`src/rtl/lanzones_pkg.sv`:
```
`default_nettype none
// lanzones_pkg: shared fetch-path defaults, fetch entry type and RV32I major opcodes.
package lanzones_pkg;

   localparam int unsigned          XLEN_DEF     = 32;
   localparam logic [XLEN_DEF-1:0]  RESET_PC_DEF = '0;

   typedef struct packed {
      logic [XLEN_DEF-1:0] pc;
      logic [XLEN_DEF-1:0] inst;
   } fetch_entry_t;

   localparam logic [6:0] OP_LUI     = 7'b0110111;
   localparam logic [6:0] OP_AUIPC   = 7'b0010111;
   localparam logic [6:0] OP_JAL     = 7'b1101111;
   localparam logic [6:0] OP_JALR    = 7'b1100111;
   localparam logic [6:0] OP_BRANCH  = 7'b1100011;
   localparam logic [6:0] OP_LOAD    = 7'b0000011;
   localparam logic [6:0] OP_STORE   = 7'b0100011;
   localparam logic [6:0] OP_OPIMM   = 7'b0010011;
   localparam logic [6:0] OP_OP      = 7'b0110011;
   localparam logic [6:0] OP_MISCMEM = 7'b0001111;
   localparam logic [6:0] OP_SYSTEM  = 7'b1110011;

endpackage
`default_nettype wire

```
`src/rtl/lanzones_sync_fifo.sv`:
```
`default_nettype none
// lanzones_sync_fifo: power-of-2 synchronous FIFO with flush taking priority over push/pop.
module lanzones_sync_fifo #(
   parameter int unsigned WIDTH = 64,
   parameter int unsigned DEPTH = 4
) (
   input  logic                       clk,
   input  logic                       rstn,
   input  logic                       flush_i,
   input  logic                       push_i,
   input  logic [WIDTH-1:0]           data_i,
   input  logic                       pop_i,
   output logic [WIDTH-1:0]           data_o,
   output logic                       full_o,
   output logic                       empty_o,
   output logic [$clog2(DEPTH+1)-1:0] count_o
);

   localparam int unsigned AW = $clog2(DEPTH);
   localparam int unsigned CW = $clog2(DEPTH+1);

   logic [WIDTH-1:0] mem_q [DEPTH];
   logic [AW-1:0]    wr_ptr_q, wr_ptr_d;
   logic [AW-1:0]    rd_ptr_q, rd_ptr_d;
   logic [CW-1:0]    count_q, count_d;
   logic             do_push, do_pop;

   assign full_o  = (count_q == CW'(DEPTH));
   assign empty_o = (count_q == '0);
   assign count_o = count_q;
   assign data_o  = mem_q[rd_ptr_q];

   assign do_push = push_i && !full_o && !flush_i;
   assign do_pop  = pop_i && !empty_o && !flush_i;

   always_comb begin
      wr_ptr_d = wr_ptr_q;
      rd_ptr_d = rd_ptr_q;
      count_d  = count_q;
      if (flush_i) begin
         wr_ptr_d = '0;
         rd_ptr_d = '0;
         count_d  = '0;
      end else begin
         // Pointers wrap naturally because DEPTH is a power of two.
         if (do_push) wr_ptr_d = wr_ptr_q + AW'(1);
         if (do_pop)  rd_ptr_d = rd_ptr_q + AW'(1);
         count_d = count_q + CW'(do_push) - CW'(do_pop);
      end
   end

   always_ff @(posedge clk) begin
      if (!rstn) begin
         wr_ptr_q <= '0;
         rd_ptr_q <= '0;
         count_q  <= '0;
      end else begin
         wr_ptr_q <= wr_ptr_d;
         rd_ptr_q <= rd_ptr_d;
         count_q  <= count_d;
      end
   end

   always_ff @(posedge clk) begin
      if (do_push) mem_q[wr_ptr_q] <= data_i;
   end

endmodule
`default_nettype wire

```
`src/rtl/lanzones_fetch_queue.sv`:
```
`default_nettype none
// lanzones_fetch_queue: pipelined in-order instruction fetch with credit-limited prefetch queue
// and redirect flush that drops every response still in flight.
module lanzones_fetch_queue
   import lanzones_pkg::*;
#(
   parameter int unsigned      XLEN     = XLEN_DEF,
   parameter int unsigned      DEPTH    = 4,
   parameter logic [XLEN-1:0]  RESET_PC = XLEN'(RESET_PC_DEF),
   parameter int unsigned      PC_STEP  = 4
) (
   input  logic            clk,
   input  logic            rstn,
   input  logic            en,
   output logic            req_vld,
   input  logic            req_rdy,
   output logic [XLEN-1:0] req_addr,
   input  logic            rsp_vld,
   input  logic [XLEN-1:0] rsp_data,
   input  logic            redirect_vld,
   input  logic [XLEN-1:0] redirect_pc,
   output logic            inst_vld,
   input  logic            inst_rdy,
   output logic [XLEN-1:0] inst_data,
   output logic [XLEN-1:0] inst_pc,
   output logic            err
);

   localparam int unsigned CW = $clog2(DEPTH+1);
   localparam int unsigned SW = CW + 2;

   logic [XLEN-1:0] fetch_pc_q, fetch_pc_d;
   logic [XLEN-1:0] rsp_pc_q, rsp_pc_d;
   logic            req_vld_q, req_vld_d;
   logic [CW-1:0]   outstanding_q, outstanding_d;
   logic [CW-1:0]   drop_q, drop_d;
   logic            err_q, err_d;

   logic            fire, rsp_ok, can_issue, push, pop;
   logic [SW-1:0]   credit_used;
   logic [CW-1:0]   fifo_count;
   logic            fifo_empty, fifo_full;
   logic [2*XLEN-1:0] fifo_head;

   assign fire        = req_vld_q && req_rdy;
   assign rsp_ok      = rsp_vld && (outstanding_q != '0);
   // Queued + outstanding + the request on the bus bounds future queue occupancy.
   assign credit_used = SW'(fifo_count) + SW'(outstanding_q) + SW'(req_vld_q);
   assign can_issue   = en && (credit_used < SW'(DEPTH)) && !redirect_vld;
   assign push        = rsp_ok && (drop_q == '0) && !redirect_vld && !fifo_full;
   assign pop         = inst_vld && inst_rdy && !redirect_vld;

   always_comb begin
      fetch_pc_d    = fetch_pc_q;
      rsp_pc_d      = rsp_pc_q;
      drop_d        = drop_q;
      err_d         = err_q || (rsp_vld && (outstanding_q == '0));
      outstanding_d = outstanding_q + CW'(fire) - CW'(rsp_ok);

      if (redirect_vld)               req_vld_d = 1'b0;
      else if (req_vld_q && !req_rdy) req_vld_d = 1'b1;
      else                            req_vld_d = can_issue;

      if (redirect_vld) begin
         // Anything still owed by memory, including a request accepted this cycle, is stale.
         fetch_pc_d = redirect_pc;
         rsp_pc_d   = redirect_pc;
         drop_d     = outstanding_d;
      end else begin
         if (fire) fetch_pc_d = fetch_pc_q + XLEN'(PC_STEP);
         if (rsp_ok) begin
            if (drop_q != '0) drop_d   = drop_q - CW'(1);
            else              rsp_pc_d = rsp_pc_q + XLEN'(PC_STEP);
         end
      end
   end

   always_ff @(posedge clk) begin
      if (!rstn) begin
         fetch_pc_q    <= RESET_PC;
         rsp_pc_q      <= RESET_PC;
         req_vld_q     <= 1'b0;
         outstanding_q <= '0;
         drop_q        <= '0;
         err_q         <= 1'b0;
      end else begin
         fetch_pc_q    <= fetch_pc_d;
         rsp_pc_q      <= rsp_pc_d;
         req_vld_q     <= req_vld_d;
         outstanding_q <= outstanding_d;
         drop_q        <= drop_d;
         err_q         <= err_d;
      end
   end

   lanzones_sync_fifo #(
      .WIDTH (2*XLEN),
      .DEPTH (DEPTH)
   ) u_fifo (
      .clk     (clk),
      .rstn    (rstn),
      .flush_i (redirect_vld),
      .push_i  (push),
      .data_i  ({rsp_pc_q, rsp_data}),
      .pop_i   (pop),
      .data_o  (fifo_head),
      .full_o  (fifo_full),
      .empty_o (fifo_empty),
      .count_o (fifo_count)
   );

   assign req_vld   = req_vld_q;
   assign req_addr  = fetch_pc_q;
   assign inst_vld  = !fifo_empty;
   assign inst_pc   = fifo_head[2*XLEN-1:XLEN];
   assign inst_data = fifo_head[XLEN-1:0];
   assign err       = err_q;

endmodule
`default_nettype wire

```
`config.mk`:
```
export PLATFORM = sky130hd
export DESIGN_NAME = lanzones_fetch_queue
export DESIGN_NICKNAME = d
export VERILOG_FILES = /design/src/rtl/lanzones_pkg.sv /design/src/rtl/lanzones_sync_fifo.sv /design/src/rtl/lanzones_fetch_queue.sv
export SDC_FILE = /design/constraint.sdc
export NUM_CORES = 1
export LEC_CHECK = 0
export ABC_CLOCK_PERIOD_IN_PS = 3400
export BUFFER_PORTS_ARGS = -buffer_cell sky130_fd_sc_hd__buf_2
export CAP_MARGIN = 10
export CORE_ASPECT_RATIO = 0.5
export CORE_MARGIN = 10
export CORE_UTILIZATION = 45
export DETAILED_ROUTE_END_ITERATION = 8
export PLACE_DENSITY = 0.62
export SYNTH_ARGS = -nofsm -noshare
export SYNTH_HDL_FRONTEND = slang
export SYNTH_HIERARCHICAL = 1
export SYNTH_SLANG_ARGS = --single-unit
```
`constraint.sdc`:
```
create_clock -name clk -period 3.4 [get_ports clk]
set_input_delay 0.17 -clock clk [delete_from_list [all_inputs] [get_ports clk]]
set_output_delay 0.17 -clock clk [all_outputs]
set_load 0.01 [all_outputs]
```
# Word-level counts from Yosys, hierarchy flattened

Memory sizes are Yosys's and may differ from the RTL's. A register that Yosys moved wholly into a read port is not among the register bits.
Cells that the tools add are included.

Equality and inequality tests: 2
Bitwise logic cells: 1
$add $sub $neg: 11
Multiplexer cells: 13
Reduce and logical (&&, ||, !) cells: 31
Magnitude comparators: 1

Operators by type and width:

| cell                                                       | count |
|---|---|
| 2-to-1 mux 32 bit                                          | 5 |
| adder 32 x 3 -> 32 bit, second input constant              | 2 |
| logical AND 1 bit                                          | 15 |
| zero test 3 bit                                            | 3 |
| 2-to-1 mux 3 bit                                           | 3 |
| adder 3 x 1 -> 3 bit                                       | 2 |
| nonzero test 2 bit                                         | 3 |
| nonzero test 3 bit                                         | 2 |
| subtractor 3 x 1 -> 3 bit                                  | 2 |
| adder 4 x 1 -> 5 bit                                       | 1 |
| less-than comparator 5 x 3 -> 1 bit, second input constant | 1 |
| adder 2 x 1 -> 2 bit, second input constant                | 2 |
| adder 3 x 3 -> 4 bit                                       | 1 |
| zero test 1 bit                                            | 4 |
| 2-to-1 mux 2 bit                                           | 2 |
| AND reduction 2 bit                                        | 2 |
| == test 3 bit, second input constant                       | 1 |
| 2-to-1 mux 1 bit                                           | 3 |
| subtractor 3 x 1 -> 3 bit, second input constant           | 1 |
| inequality test 2 bit, second input constant               | 1 |
| OR reduction 2 bit                                         | 1 |
| logical OR 1 bit                                           | 1 |
| NOT 1 bit                                                  | 1 |

Logic and storage cells: 69
Memories kept: 1
Output and inout bits: 99
Register bits after elaboration: 79
Bits in writable memories: 256

Memories:

| name         | words | width | rd ports | clocked after memory_dff | wr ports | RTL line                 | source |
|---|---|---|---|---|---|---|---|
| u_fifo.mem_q | 4     | 64    | 1        | 1                        | 1        | lanzones_sync_fifo.sv:22 | `logic [WIDTH-1:0] mem_q [DEPTH];` |

# Depth between registers and ports, before layout

Depth in word-level cells: 9
Depth in mapped cells: 15
Mapped depth without buffers: 15

# Hierarchy

The synthesis kept the hierarchy.

Modules (own cells, without submodules):

| module               | seq. area each (µm²) | instances | cells an instance | area an instance (µm²) |
|---|---|---|---|---|
| lanzones_sync_fifo   | 7867.5               | 1         | 386               | 9751.9 |
| lanzones_fetch_queue | 1441.4               | 1         | 436               | 3768.6 |

# Worst setup path before layout

Ideal clock, no wire load.

Path type: reg2reg
From: reg drop_q[0]
To: reg u_fifo.count_q[2], in the netlist u_fifo/count_o[2]
Stages on the path, launching flop included: 16
Arrival time: 2.476 ns
Buffers on the path: 0
Setup slack: 0.808 ns
Cells stage by stage: dfxtp_1 inv_1 ha_1 and3b_1 nand2_1 nor3_1 and2b_2 and2_4 inv_1 ha_1 inv_1 ha_1 fa_1 xnor2_1 xnor2_1 nor2_1

Word-level cells in the longest chain between the ends: 8

Ends and longest elaborated chain:

| item                            | RTL line                   | source |
|---|---|---|
| start: declaration              | lanzones_fetch_queue.sv:36 | `logic [CW-1:0] drop_q, drop_d;` |
| start signal: assignment        | lanzones_fetch_queue.sv:91 | `drop_q <= drop_d;` |
| zero test 3 bit                 | lanzones_fetch_queue.sv:50 | `assign push = rsp_ok && (drop_q == '0) && !redirect_vld && !fifo_full;` |
| logical AND 1 bit (3 in series) | lanzones_fetch_queue.sv:50 |  |
| named net push                  | lanzones_fetch_queue.sv:39 | `logic fire, rsp_ok, can_issue, push, pop;` |
| logical AND 1 bit (2 in series) | lanzones_sync_fifo.sv:33   | `assign do_push = push_i && !full_o && !flush_i;` |
| adder 3 x 1 -> 3 bit            | lanzones_sync_fifo.sv:48   | `count_d = count_q + CW'(do_push) - CW'(do_pop);` |
| subtractor 3 x 1 -> 3 bit       | lanzones_sync_fifo.sv:48   |  |
| end signal: assignment          | lanzones_sync_fifo.sv:60   | `count_q <= count_d;` |
| end: declaration                | lanzones_sync_fifo.sv:25   | `logic [CW-1:0] count_q, count_d;` |

The timed path passes the listed nets, and every way through them passes these cells.
A chain may end at the register's enable or synchronous reset.

# Worst setup path in the final report

Same ends and word-level chain as after synthesis.

==> impl_metrics.ini <==
[run_status]
status = finished clean

[synth]
synth-seq-cells = 337
synth-adder-area-share = 0.01592
ys_top_cells_by_count = 256 x edfxtp_1, 81 x dfxtp_1, 65 x a21oi_1
synth_top_family_by_area = multiplexers
synth_cell_types = 50
synth-xor-area-share = 0.03887
synth_compound_area_frac = 0.04211
synth_most_common_cell = edfxtp_1
synth_area_leader_cell = edfxtp_1
syn_nets = 909
synth-simple-area-share = 0.08264
netlist_instances = 822
synth_area_leaders = edfxtp_1 57%, dfxtp_1 12%, mux4_2 11%
muxShareOfSynthArea = 0.1096
synth_top_area_share = 0.5686
synthArstFlopShare = 0
syn_area_per_cell_sq_um = 16.45
yosysWarnings = 6
synth_edf_count = 256
synthFlopType = edfxtp_1
seq_area_frac_synth = 0.6885
syn-cell-area_sq_mm = 0.01352

[floorplanning]
rows = 44
start_util = 0.4616
fp.dieW_um = 265.1
coreArea_sq_mm = 0.02929
fp.dieH_um = 142.6
ios = 170
dieArea_sq_mm = 0.03780

[pwr]
p_total_mw = 8.964
power.density_mw_per_mm2 = 546.3
leakage_nw = 5.608
vdd_drop_max_mv = 0.3323

[timing]
worst_pin_slew_ns = 0.9090
maxSlewViolCount = 0
tns_ns = 0
final.min_clock_period_ns = 2.867
final.setup_skew_ns = 0.01423
relSlewSlack = 0.3940
rsz0062_at_grt = false
post-route-period-util = 0.8432
setup_viol = 0
worst_hold_slack_ns = 0.02230
max_freq_mhz = 348.8
hold_viol = 0

[drt]
wl_per_cell_um = 20.94
drtAntennaViolNets = 0
drcViolationCount = 0
via_per_inst = 5.346
drtIter0Drc = 539
drt_wl_total_um = 30770
drt_pass1_iterations = 5
num_vias = 7854

[cts]
cts_num_sinks = 337
cts_buffers = 30
htreeDepth = 1
clkLatencyLatePin_ns = 0.56
clk_pin_slew_ns = 0.07
cts_setup_buffers = 0
clock_path_buffers = 3
cts_tree = yes
cts_resized = 0
cts-root-buf = clkbuf_16
hold_buffers = 51

[layout]
drive_gt1_frac = 0.3098
area_delta_synth_final_pct = 21.36
fill_cells = 2373
fin_nets = 1138
fin_area_sq_mm = 0.01641

[worst_setup_path]
crit_path_end_kind = register
cp_data_required_time_ns = 3.85
worstPathMaxFanout = 6
startpoint_type = register
critPathArrivalTime_ns = 3.32
criticalPathCategory = register to register

[global_routing]
track_usage = 0.1601
grt_antenna_before_repair = 0
grt_max_degree = 94
grt_pass1_vias = 7993
grt_pass1_wl_um = 47330
grt_overflow = 0

[flow_run]
cap_violations = 0

[worst_hold_path]
hp-class = input pin to register

[placed_design]
port_buffers = 169
hpwlAfterDp_um = 20960
gp_congestion = 0.8014
dpl_cell_area_sq_mm = 0.01485
power by group:
group / total, mW / leakage, nW / switching (mW) / internal [mW]
registers: 4.73 / 3.00 / 0.146 / 4.58
logic: 0.702 / 2.12 / 0.380 / 0.323
clock network: 3.54 / 0.491 / 1.53 / 2.01
total: 8.96 / 5.61 / 2.06 / 6.91
placed cells by master (no fill, tap or decap), types with 4 or more instances in the layout:
cell and count:
and3_2 4, and3_1 9, and4_1 8, mux2i_1 4, nor4_1 4, inv_1 23, clkinv_2 7, a21oi_1 65
and2_1 7, nor4_2 6, dfxtp_1 79, o21ai_0 36, edfxtp_1 256, dlygate4sd3_1 51, clkbuf_16 31, xnor2_1 49
clkinvlp_4 9, xor2_1 11, nand3_1 16, bufinv_16 4, ha_1 14, buf_2 169, mux4_2 64, nor3_1 23
nand4_1 11, nand4_4 4, buf_12 8, nor2_1 16, nand2_1 38, buf_4 5
critical path, cell delays in order (launching register included):
cell,delay (ns)
dfxtp_1,0.33
inv_1,0.08
ha_1,0.16
and3b_1,0.23
nand2_1,0.15
nor3_1,0.15
and2b_2,0.21
and2_4,0.17
inv_1,0.05
ha_1,0.26
inv_1,0.04
ha_1,0.19
fa_1,0.38
xnor2_1,0.18
xnor2_1,0.14
nor2_1,0.05
state kept, by name, summed over array words and instances, names as in the netlist, named ones only:
register / cells
drop_q: 3
err: 1
u_fifo/count_o: 3
u_fifo/rd_ptr_q: 2
u_fifo/wr_ptr_q: 2
u_fifo/mem_q: 256
req_vld: 1
req_addr: 32
rsp_pc_q: 32
outstanding_q: 3
worst paths after layout:
| kind | start | cells past startpoint | slack (ns) | end |
|---|---|---|---|---|
| setup / recovery | drop_q[0]$_SDFFE_PN0P_ | 15 | 0.53 | u_fifo/count_o[2]$_SDFF_PP0_ |
| hold / removal | redirect_pc[23] | 3 | 0.02 | req_addr[23]$_SDFFE_PN0N_ |
| setup reg to reg | drop_q[0]$_SDFFE_PN0P_ | 15 | 0.53 | u_fifo/count_o[2]$_SDFF_PP0_ |
| hold reg to reg | req_addr[1]$_SDFFE_PN0P_ | 2 | 0.46 | req_addr[1]$_SDFFE_PN0P_ |
cell families (layout without fill, tap and decap cells):
kind of cell,Yosys count,in the layout
and+or+nand+nor,172,172
buffers and inverters,60,313
DFF,337,337
xor gates and xnor gates,60,60
adders and majority gates,16,16
muxes,68,68
AOI/OAI and AO/OA,109,109
other,0,3
metal layers:
layer  up-vias  share of wire  track usage
li1       3658              -            -
met5         -              0            0
met4         0          0.020      0.03789
met3        38          0.051      0.03363
met2       185           0.49       0.2678
met1      3973           0.44       0.2120
metrics by stage:
stage,instances,setup slack (ns),util
final,1469,0.5332,0.5602
after global routing,1466,0.3357,0.5600
after CTS,1466,0.5419,0.5600
after detailed placement,1359,0.5674,0.5069
after global placement,1359,0.6411,0.5069
after floorplan,822,0.8079,-
final cells by class:
type                       count  area (sq um)  share of cell area
inverter                      24         90.09            0.005490
clock buffer                  32         789.5             0.04812
clock inverter                24         255.2             0.01556
sequential                   337          9314              0.5676
timing repair buffer         233          1554             0.09471
antenna                        3         7.507           0.0004575
tap                          391         489.2             0.02982
multi-input combinational    425          3909              0.2382
(Power assumes the default switching activity.)
